--- src/rtl/capture_sequencer.sv ---
// capture_sequencer
//
// Frame-capture sequencer for a camera front end. It accepts single-shot or
// continuous capture commands, waits for the camera to be ready, and issues a
// one-cycle start pulse. It then waits for the rising edge of the
// frame-complete level and ping-pongs between two SDRAM frame buffers.
// A per-frame watchdog aborts a capture that never completes.
//
// Command semantics: there is no valid/ready handshake on this block. Commands
// are sampled every clock:
//   - in_cmd_single and in_cmd_stop are one-cycle pulses.
//   - in_cmd_continuous and in_camera_ready are levels.
//   - in_cfg_write is a one-cycle strobe that always loads the pending registers.
//   - A single pulse that arrives while busy is dropped.
//
// Ports
//   clock, reset_n              96 MHz clock, async active-low reset
//   in_cmd_single               request one frame (pulse)
//   in_cmd_continuous           capture frames back-to-back while high
//   in_cmd_stop                 abort / halt (pulse)
//   in_cfg_write, in_cfg_*      pending width/height/exposure load
//   in_buffer0/1_addr           frame-buffer base addresses
//   in_camera_ready             camera configured (level)
//   in_captured                 frame-complete level from capture chain
//   out_start                   one-cycle capture start pulse
//   out_width/height/exposure   active configuration for the current frame
//   out_buffer_addr             base address of the buffer being written
//   out_last_buffer             index of the most recently completed buffer
//   out_frame_count             completed-frame counter (wraps)
//   out_busy                    high outside IDLE
//   out_timeout                 sticky watchdog flag
//   debug_state                 current FSM state encoding
module capture_sequencer #(
    parameter int unsigned TIMEOUT_CYCLES = 96000000
) (
    input  logic        clock,
    input  logic        reset_n,
    input  logic        in_cmd_single,
    input  logic        in_cmd_continuous,
    input  logic        in_cmd_stop,
    input  logic        in_cfg_write,
    input  logic [15:0] in_cfg_width,
    input  logic [15:0] in_cfg_height,
    input  logic [15:0] in_cfg_exposure,
    input  logic [31:0] in_buffer0_addr,
    input  logic [31:0] in_buffer1_addr,
    input  logic        in_camera_ready,
    input  logic        in_captured,
    output logic        out_start,
    output logic [15:0] out_width,
    output logic [15:0] out_height,
    output logic [15:0] out_exposure,
    output logic [31:0] out_buffer_addr,
    output logic        out_last_buffer,
    output logic [15:0] out_frame_count,
    output logic        out_busy,
    output logic        out_timeout,
    output logic [2:0]  debug_state
);

    typedef enum logic [2:0] {
        IDLE       = 3'd0,
        WAIT_READY = 3'd1,
        START      = 3'd2,
        CAPTURE    = 3'd3,
        DONE       = 3'd4
    } state_t;

    localparam logic [31:0] WD_LIMIT = 32'(TIMEOUT_CYCLES - 32'd1);

    state_t      state;
    state_t      next_state;
    logic        captured_q;
    logic        capture_edge;
    logic        stop_latch;
    logic        stop_any;
    logic [31:0] watchdog;
    logic        wd_expired;
    logic        timeout_hit;
    logic        start_accept;
    logic        load_cfg;
    logic        buf_idx;
    logic [15:0] pend_width;
    logic [15:0] pend_height;
    logic [15:0] pend_exposure;

    assign capture_edge = in_captured & ~captured_q;
    assign stop_any     = in_cmd_stop | stop_latch;
    assign wd_expired   = (watchdog == WD_LIMIT);
    assign start_accept = (state == IDLE) && (next_state == WAIT_READY);
    // Active config follows pending while idle, and is refreshed once more as
    // WAIT_READY is entered (including DONE -> WAIT_READY in continuous mode),
    // so it never moves while START/CAPTURE are using it.
    assign load_cfg     = (state == IDLE) ||
                          ((next_state == WAIT_READY) && (state != WAIT_READY));

    // ---------------- state register ----------------
    always_ff @(posedge clock or negedge reset_n) begin
        if (!reset_n) begin
            state <= IDLE;
        end else begin
            state <= next_state;
        end
    end

    // ---------------- next-state logic ----------------
    always_comb begin
        next_state  = state;
        timeout_hit = 1'b0;
        case (state)
            IDLE: begin
                if (!in_cmd_stop && (in_cmd_single || in_cmd_continuous))
                    next_state = WAIT_READY;
            end
            WAIT_READY: begin
                if (in_cmd_stop)
                    next_state = IDLE;
                else if (in_camera_ready && !in_captured)
                    next_state = START;
            end
            START: begin
                if (stop_any)
                    next_state = IDLE;
                else if (!in_camera_ready)
                    next_state = WAIT_READY;
                else
                    next_state = CAPTURE;
            end
            CAPTURE: begin
                // The capture edge is checked before the watchdog, so a frame
                // that completes on the last allowed cycle still counts.
                if (in_cmd_stop) begin
                    next_state = IDLE;
                end else if (capture_edge) begin
                    next_state = DONE;
                end else if (!in_camera_ready) begin
                    next_state = WAIT_READY;
                end else if (wd_expired) begin
                    next_state  = IDLE;
                    timeout_hit = 1'b1;
                end
            end
            DONE: begin
                if (in_cmd_continuous && !stop_any)
                    next_state = WAIT_READY;
                else
                    next_state = IDLE;
            end
            default: next_state = IDLE;
        endcase
    end

    // ---------------- state-decoded outputs ----------------
    always_comb begin
        out_start   = (state == START);
        out_busy    = (state != IDLE);
        debug_state = state;
    end

    // ---------------- datapath ----------------
    always_ff @(posedge clock or negedge reset_n) begin
        if (!reset_n) begin
            captured_q      <= 1'b0;
            stop_latch      <= 1'b0;
            watchdog        <= 32'd0;
            out_timeout     <= 1'b0;
            out_frame_count <= 16'd0;
            buf_idx         <= 1'b0;
            out_last_buffer <= 1'b0;
            out_buffer_addr <= 32'd0;
            pend_width      <= 16'd0;
            pend_height     <= 16'd0;
            pend_exposure   <= 16'd0;
            out_width       <= 16'd0;
            out_height      <= 16'd0;
            out_exposure    <= 16'd0;
        end else begin
            captured_q <= in_captured;

            // A stop seen in a one-cycle state is held until the FSM is back
            // in IDLE, where it is dropped.
            if ((state == START) || (state == DONE))
                stop_latch <= stop_latch | in_cmd_stop;
            else
                stop_latch <= 1'b0;

            // Clearing in START means the first CAPTURE cycle sees zero.
            if (state == START)
                watchdog <= 32'd0;
            else if (state == CAPTURE)
                watchdog <= watchdog + 32'd1;

            if (start_accept)
                out_timeout <= 1'b0;
            else if (timeout_hit)
                out_timeout <= 1'b1;

            if (state == DONE) begin
                out_frame_count <= out_frame_count + 16'd1;
                out_last_buffer <= buf_idx;
                buf_idx         <= ~buf_idx;
            end

            out_buffer_addr <= buf_idx ? in_buffer1_addr : in_buffer0_addr;

            if (in_cfg_write) begin
                pend_width    <= in_cfg_width;
                pend_height   <= in_cfg_height;
                pend_exposure <= in_cfg_exposure;
            end

            if (load_cfg) begin
                out_width    <= pend_width;
                out_height   <= pend_height;
                out_exposure <= pend_exposure;
            end
        end
    end

endmodule

--- config.mk ---
export PLATFORM = sky130hd
export DESIGN_NAME = capture_sequencer
export DESIGN_NICKNAME = d
export VERILOG_FILES = /design/src/rtl/capture_sequencer.sv
export SDC_FILE = /design/constraint.sdc
export NUM_CORES = 1
export LEC_CHECK = 0
export BUFFER_PORTS_ARGS = -buffer_cell sky130_fd_sc_hd__buf_2
export CAP_MARGIN = 20
export CORE_MARGIN = 2
export CORE_UTILIZATION = 45
export DETAILED_ROUTE_END_ITERATION = 10
export PLACE_DENSITY_LB_ADDON = 0.25
export RECOVER_POWER = 100
export SLEW_MARGIN = 20
export SYNTH_ARGS = -nofsm -noshare
export SYNTH_HDL_FRONTEND = slang
export SYNTH_SLANG_ARGS = --single-unit
export TNS_END_PERCENT = 100
--- constraint.sdc ---
create_clock -name clock -period 2.62 [get_ports clock]
set_input_delay 0.131 -clock clock [delete_from_list [all_inputs] [get_ports clock]]
set_output_delay 0.131 -clock clock [all_outputs]
set_load 0.005 [all_outputs]
==> metrics.yaml, run 1 <==
final-seq-area_sq_um: 4604
p_leak_uw: 0.004873
antenna_found_initial: 0
internal-power_uw: 5642
finalWirelength_um: 19210
powerDensity_nw_per_um2: 725.0
yosys_register_bits: 184
relSlewSlack: -0.2284
place_hpwl_um: 12650
min-delay-start: "in_cmd_stop"
drc_errors: 0
cts_inserted_buffers: 17
vias: 6010
final_core_utilization: 0.6510
clk_pin_slew_ns: 0.07
design_area_sq_um: 10830
die_h_um: 134.8
cts.path.max_buffers: 2
pwr-share-seq: 0.461
port_buffers: 222
synth_area_per_cell_sq_um: 13.03
grt.overflow.total: 0
start_util: 0.4628
yosysUniqueCellTypes: 46
design.die.area_sq_um: 18180
hold_viol: 0
fin_crit_sh: 0.9779
multi_input_area_sq_um: 2955
fmax_mhz: 390.3
place_congestion: 0.8488
criticalPathCategory: "reg2reg"
cts_max_level: 4
r2r-start: "watchdog[30]"
tightest_slew_ns: 1.843
worstSetupEndpointType: "flip-flop"
async_flop_share: 1.000
outcome: "finished with violations"
nFillCells: 1261
cts_tree: "yes"
switching_share: 0.2817
io_pins: 223
crit_start: "watchdog[30]"
syn_area_sq_um: 7702
synth_warnings: 0
clkSinkCount: 184
critPathMostFrequentCell: "o31a_1"
synth_nets: 713
maxCapViolCount: 1
min_path_type: "in2reg"
finClkSkew_ns: 0.009540
path_max_fanout: 16
required_ns: 2.93
fin_setup_tns_ns: 0
rows: 47
via_per_inst: 5.106
grt.total_usage: 0.2145
clock_latency_ns: 0.43
drt-pass1-iter-count: 4
arrival_ns: 2.88
start_kind: "flip-flop"
grt_pass1_vias: 6144
fin_nets: 1066
antenna_cells: 0
synth_seq_area_share: 0.5978
max_stage_delay_ns: 0.42
worst-path-buf-inv: 2
coreArea_sq_um: 16640
critical-path-slowest-cell: "dfrtp_1"
drive_above_1_share: 0.3281
syn_inst: 591
p_comb_frac: 0.217
dpl_cell_area_sq_um: 9161
grt_pass1_wl_um: 30590
root_buffer: "clkbuf_16"
finalSetupViolCount: 0
cp_cell_sequence: "nor4b_1 > nand4_1 > o31a_1 > o31a_1 > a31oi_4 > buf_12 > buf_8 > mux2_2"
switchingPower_uw: 2212
path_delay_family: "compound AO/OA/AOI/OAI gates"
ir_drop_v: 0.0005035
synth_edf_count: 0
grt_max_degree: 77
whs_ns: 0.05165
wl_per_cell_um: 16.32
ys.flop_type: "dfrtp_1"
slew_violations: 76
synthToLayoutAreaGrowth_pct: 40.66
violations: "max-capacitance violations, max-slew violations"
antenna_left: 0
drtIter0Drc: 233
post-route-min-period_ns: 2.562
chipWidth_um: 134.8
p_clk_frac: 0.322
flip-flops by register name, summed over array words and instances (netlist names), 3 cells and up:
signal / flops
out_exposure: 16
out_buffer_addr: 32
pend_exposure: 16
debug_state: 3
pend_width: 16
out_width: 16
out_frame_count: 16
out_height: 16
watchdog: 32
pend_height: 16
power groups by stage:
| stage | logic [uW] | clock network [uW] | registers (uW) |
|---|---|---|---|
| after floorplan | 751 | 0 | 3650 |
| after global placement | 1480 | 0 | 3620 |
| after detailed placement | 1530 | 0 | 3660 |
| after CTS | 1720 | 2570 | 3610 |
| after global routing | 1850 | 2690 | 3680 |
| final | 1700 | 2530 | 3620 |
metal layers:
metal | track usage | wire length, um | vias up
li1 | - | - | 2829
met1 | 0.2679 | 8368 | 2973
met2 | 0.3635 | 9534 | 174
met3 | 0.05030 | 869 | 34
met4 | 0.08129 | 440 | 0
met5 | 0 | 0 | -
worst min-delay path, delay by kind of cell:
family	cells	cell delay [ns]
AO/OA/AOI/OAI	1	0.10
buffers and inverters	1	0.13
AND/OR/NAND/NOR	1	0.08
cell usage in the layout (no fill, tap or decap), types with 5 or more instances in the layout:
master         Yosys  routed
dlygate4sd3_1      0     114
a22o_1             6       6
mux2i_1            8       8
or3_1              5       5
clkbuf_16          0      18
mux2_1            28      28
nor2_1            24      24
and3_1            10      10
xnor2_1            9       9
inv_1              5       5
a21oi_1           13      13
o21ai_0           29      29
xor2_1             8       8
buf_4              2      13
mux2_2           103     103
buf_2              4     151
nand2b_1           6       6
nand3_1           17      16
nor3_1             8       8
nand2_1           46      46
inv_6              0       5
nand4_1           11      11
clkbuf_1          15      74
and4_1             5       5
dfrtp_1          184     184
worst paths after layout:
| path | endpoint | cells after the start | slack [ns] |
|---|---|---|---|
| min in group asynchronous | pend_exposure[7] | 2 | 0.75 |
| worst max register to register | out_width[3] | 8 | 0.06 |
| worst max-delay path | out_width[3] | 8 | 0.06 |
| worst min-delay path | stop_latch | 3 | 0.05 |
| max in group asynchronous | watchdog[30] | 3 | 0.51 |
| worst min register to register | buf_idx | 1 | 0.47 |
synth_stat cells (3+ instances only):
library cell,instances,area share
nand4_1,11,0.0089
nand2_1,46,0.022
clkbuf_1,15,0.0073
o31a_1,3,0.0034
mux2i_1,8,0.010
inv_1,5,0.0024
buf_1,3,0.0015
nor4b_1,4,0.0045
nor4_1,4,0.0032
mux2_1,28,0.041
buf_2,4,0.0026
nor2_1,24,0.012
o21ai_0,29,0.019
buf_6,3,0.0044
xor2_1,8,0.0091
mux2_2,103,0.15
or3_1,5,0.0041
and4_1,5,0.0057
a22o_1,6,0.0068
nor3_1,8,0.0052
and3_1,10,0.0081
a21oi_1,13,0.0084
nand3_1,17,0.011
xnor2_1,9,0.010
nor2b_1,3,0.0024
nor3b_1,3,0.0029
dfrtp_1,184,0.60
nand2b_1,6,0.0049
per-stage QoR:
| stage | setup WS (ns) | cells | total power (uW) |
|---|---|---|---|
| floorplan | 0.2403 | 591 | 4402 |
| CTS | 0.03054 | 1174 | 7899 |
| finish | 0.05800 | 1177 | 7855 |
| detailed placement | 0.005506 | 1028 | 5188 |
| global route | -0.02710 | 1177 | 8229 |
| global placement | 0.005306 | 1028 | 5108 |
layout make-up:
type | instances | area share
inverters | 5 | 0.001732
well taps | 220 | 0.02541
repair buffers | 361 | 0.2213
clock buffers | 18 | 0.03961
multi-input cells | 375 | 0.2728
clock inverters | 14 | 0.01420
flip-flops and latches | 184 | 0.4250
cells by family after synthesis:
family,Yosys count,share of synthesized area
compound gates,66,0.05491
flops,184,0.5978
fa+ha+maj,2,0.003248
buf+inv,32,0.02014
xor+xnor,17,0.01933
mux,139,0.2019
simple gates,151,0.1027
repair_timing:
action,CTS,global route
resized for setup,1,4
pin swaps,0,2
endpoints found under the hold margin,155,0
hold buffers,114,0
endpoints found under the setup margin,1,48
buffers inserted,0,2
cloned,0,1
No activity file was read; power rests on OpenSTA's default activity.
==> run 2, diff against run 1 <==
- PLACE_DENSITY: default -> 0.71
- PLACE_DENSITY_LB_ADDON: 0.25 -> default
==> metrics.yaml, run 2 (same netlist as run 1, synthesis figures left out) <==
outcome: "finished with violations"
violations: "max-capacitance violations, max-slew violations"
hold_viol: 0  # unchanged
finalWirelength_um: 18830  # -2.0%
synthToLayoutAreaGrowth_pct: 40.82
endpoint: "out_exposure[8]"
largestRegisters: "out_buffer_addr: 32 flops, watchdog: 32 flops"
ir_drop_v: 0.0004826  # -4.2%
crit_start: "watchdog[22]"
rows: 47  # unchanged
slew_violations: 77  # +1.3%
grt_pass1_wl_um: 30010  # -1.9%
drtIter0Drc: 363  # +56%
p_leak_uw: 0.004905  # +0.66%
finClkSkew_ns: 0.007437  # -0.002103 ns
min_path_type: "in2reg"
tightest_slew_ns: 1.867  # +0.02474 ns
relSlewSlack: -0.2448  # -0.01649
vias: 5981  # -0.48%
final_cell_mix: "dfrtp_1 (184), buf_2 (157), dlygate4sd3_1 (114), mux2_2 (103), clkbuf_1 (70)"
rsz0062_at_grt: "false"
antenna_found_initial: 0  # unchanged
pwr-share-seq: 0.468  # +0.007
grt.total_usage: 0.2099  # -0.004525
antenna_cells: 0  # unchanged
fmax_mhz: 399.3  # +2.3%
ff2ff_path_depth: 8  # unchanged
clock_latency_ns: 0.42  # about the same
drc_errors: 0  # unchanged
internal-power_uw: 5536  # -1.9%
wl_per_cell_um: 15.93  # -2.4%
ff2ff_setup_slack_ns: 0.12  # +0.06 ns
finalSetupViolCount: 0  # unchanged
worstSetupEndpointType: "flip-flop"
required_ns: 2.92  # about the same
p_clk_frac: 0.313  # -0.009
maxCapViolCount: 1  # unchanged
place_hpwl_um: 11900  # -6.0%
cts_inserted_buffers: 17  # unchanged
final_core_utilization: 0.6518  # +0.0007520
chipWidth_um: 134.8  # unchanged
powerDensity_nw_per_um2: 712.2  # -1.8%
port_buffers: 222  # unchanged
die_h_um: 134.8  # unchanged
start_util: 0.4628  # unchanged
switching_share: 0.2834  # +0.001683
r2r-start: "watchdog[22]"
worst-path-buf-inv: 2  # unchanged
fin_nets: 1072  # +0.56%
p_comb_frac: 0.219  # +0.002
timing.rr.end: "out_exposure[8]"
clk_pin_slew_ns: 0.07  # about the same
start_kind: "flip-flop"
design.die.area_sq_um: 18180  # unchanged
clkSinkCount: 184  # unchanged
grt.overflow.total: 0  # unchanged
cp_cell_sequence: "nor4b_4 > nand4_1 > o31a_1 > o31a_1 > a31oi_4 > buf_12 > buf_6 > mux2_1"
worstSetupPathDepth: 8  # unchanged
max_stage_delay_ns: 0.45  # +0.03 ns
antenna_left: 0  # unchanged
place_congestion: 0.8313  # -2.1%
root_buffer: "clkbuf_16"
io_pins: 223  # unchanged
switchingPower_uw: 2189  # -1.1%
fin_setup_tns_ns: 0  # unchanged
arrival_ns: 2.81  # -0.07 ns
drive_above_1_share: 0.3337  # +0.005571
critPathMostFrequentCell: "o31a_1"
path_max_fanout: 14  # -2
fin_crit_sh: 0.9559  # -0.02197
post-route-min-period_ns: 2.504  # -0.05757 ns
via_per_inst: 5.060  # -0.90%
cts.path.max_buffers: 2  # unchanged
criticalPathCategory: "reg2reg"
cts_max_level: 4  # unchanged
final_common_cell: "dfrtp_1"
critical-path-slowest-cell: "dfrtp_1"
cts_tree: "yes"
drt-pass1-iter-count: 5  # +1
coreArea_sq_um: 16640  # unchanged
grt_pass1_vias: 5976  # -2.7%
grt_max_degree: 77  # unchanged
path_delay_family: "compound AO/OA/AOI/OAI gates"
==> run 2: cell types whose count changed in the layout (fill, tap and decap cells not counted), sizes merged <==
cell,delta
buf,+12
bufinv,-1
clkbuf,-7
clkinv,+1
clkinvlp,+2
inv,-2
==> run 2: layer usage <==
layer  GRT usage  wire [um]  vias up
met5           0          0        -
met4     0.06374        228        0
met3     0.04167       1026       18
li1            -          -     2847
met2      0.3562       9324      180
met1      0.2738       8245     2936
==> run 2: final cells by class <==
| cell class | instances | area [sq um] |
|---|---|---|
| flip-flops and latches | 184 | 4604 |
| clock inverters | 14 | 137.6 |
| repair buffers | 367 | 2432 |
| clock buffers | 17 | 425.4 |
| multi-input cells | 375 | 2953 |
| fillers | 1280 | 5796 |
| inverters | 5 | 18.77 |
| well taps | 220 | 275.3 |
==> run 2: worst min path at each step <==
stage / cells past startpoint / endpoint / from / slack, ns
after floorplan: 0 / buf_idx / reset_n / -0.16
after global placement: 1 / pend_exposure[10] / reset_n / 0.22
after detailed placement: 1 / pend_exposure[10] / reset_n / 0.21
after CTS: 3 / stop_latch / in_cmd_stop / 0.03
after global routing: 3 / debug_state[1] / in_camera_ready / 0.07
final: 3 / stop_latch / in_cmd_stop / 0.05
==> run 2: worst min-delay path: stages <==
cell and delay, ns:
buf_2 0.13, o22ai_1 0.09, nor2_1 0.08
==> run 2: what timing repair did <==
action / 4_1_cts / 5_1_grt
setup endpoints to repair: 0 / 48
hold buffers: 114 / 0
gates resized for setup: 0 / 3
endpoints found under the hold margin: 155 / 0
setup buffers: 0 / 1
==> run 2: through the flow <==
stage	instances	hold WS [ns]	power (uW)	worst slack [ns]	instance area, sq um
finish	1182	0.05013	7725	0.1156	10850
global route	1182	0.06687	8122	0.02011	10850
CTS	1180	0.03020	7833	0.03465	10940
detailed placement	1035	0.2150	5200	0.02588	9239
global placement	1035	0.2195	5142	0.06417	9239
floorplan	591	-0.1646	4402	0.2403	7702
==> run 2: power groups by stage <==
| stage | clock (uW) | combinational, uW | sequential [uW] |
|---|---|---|---|
| 2_1_floorplan | 0 | 751 | 3650 |
| 3_3_place_gp | 0 | 1500 | 3640 |
| 3_5_place_dp | 0 | 1540 | 3660 |
| 4_1_cts | 2500 | 1730 | 3600 |
| 5_1_grt | 2600 | 1840 | 3680 |
| 6_report | 2420 | 1690 | 3620 |
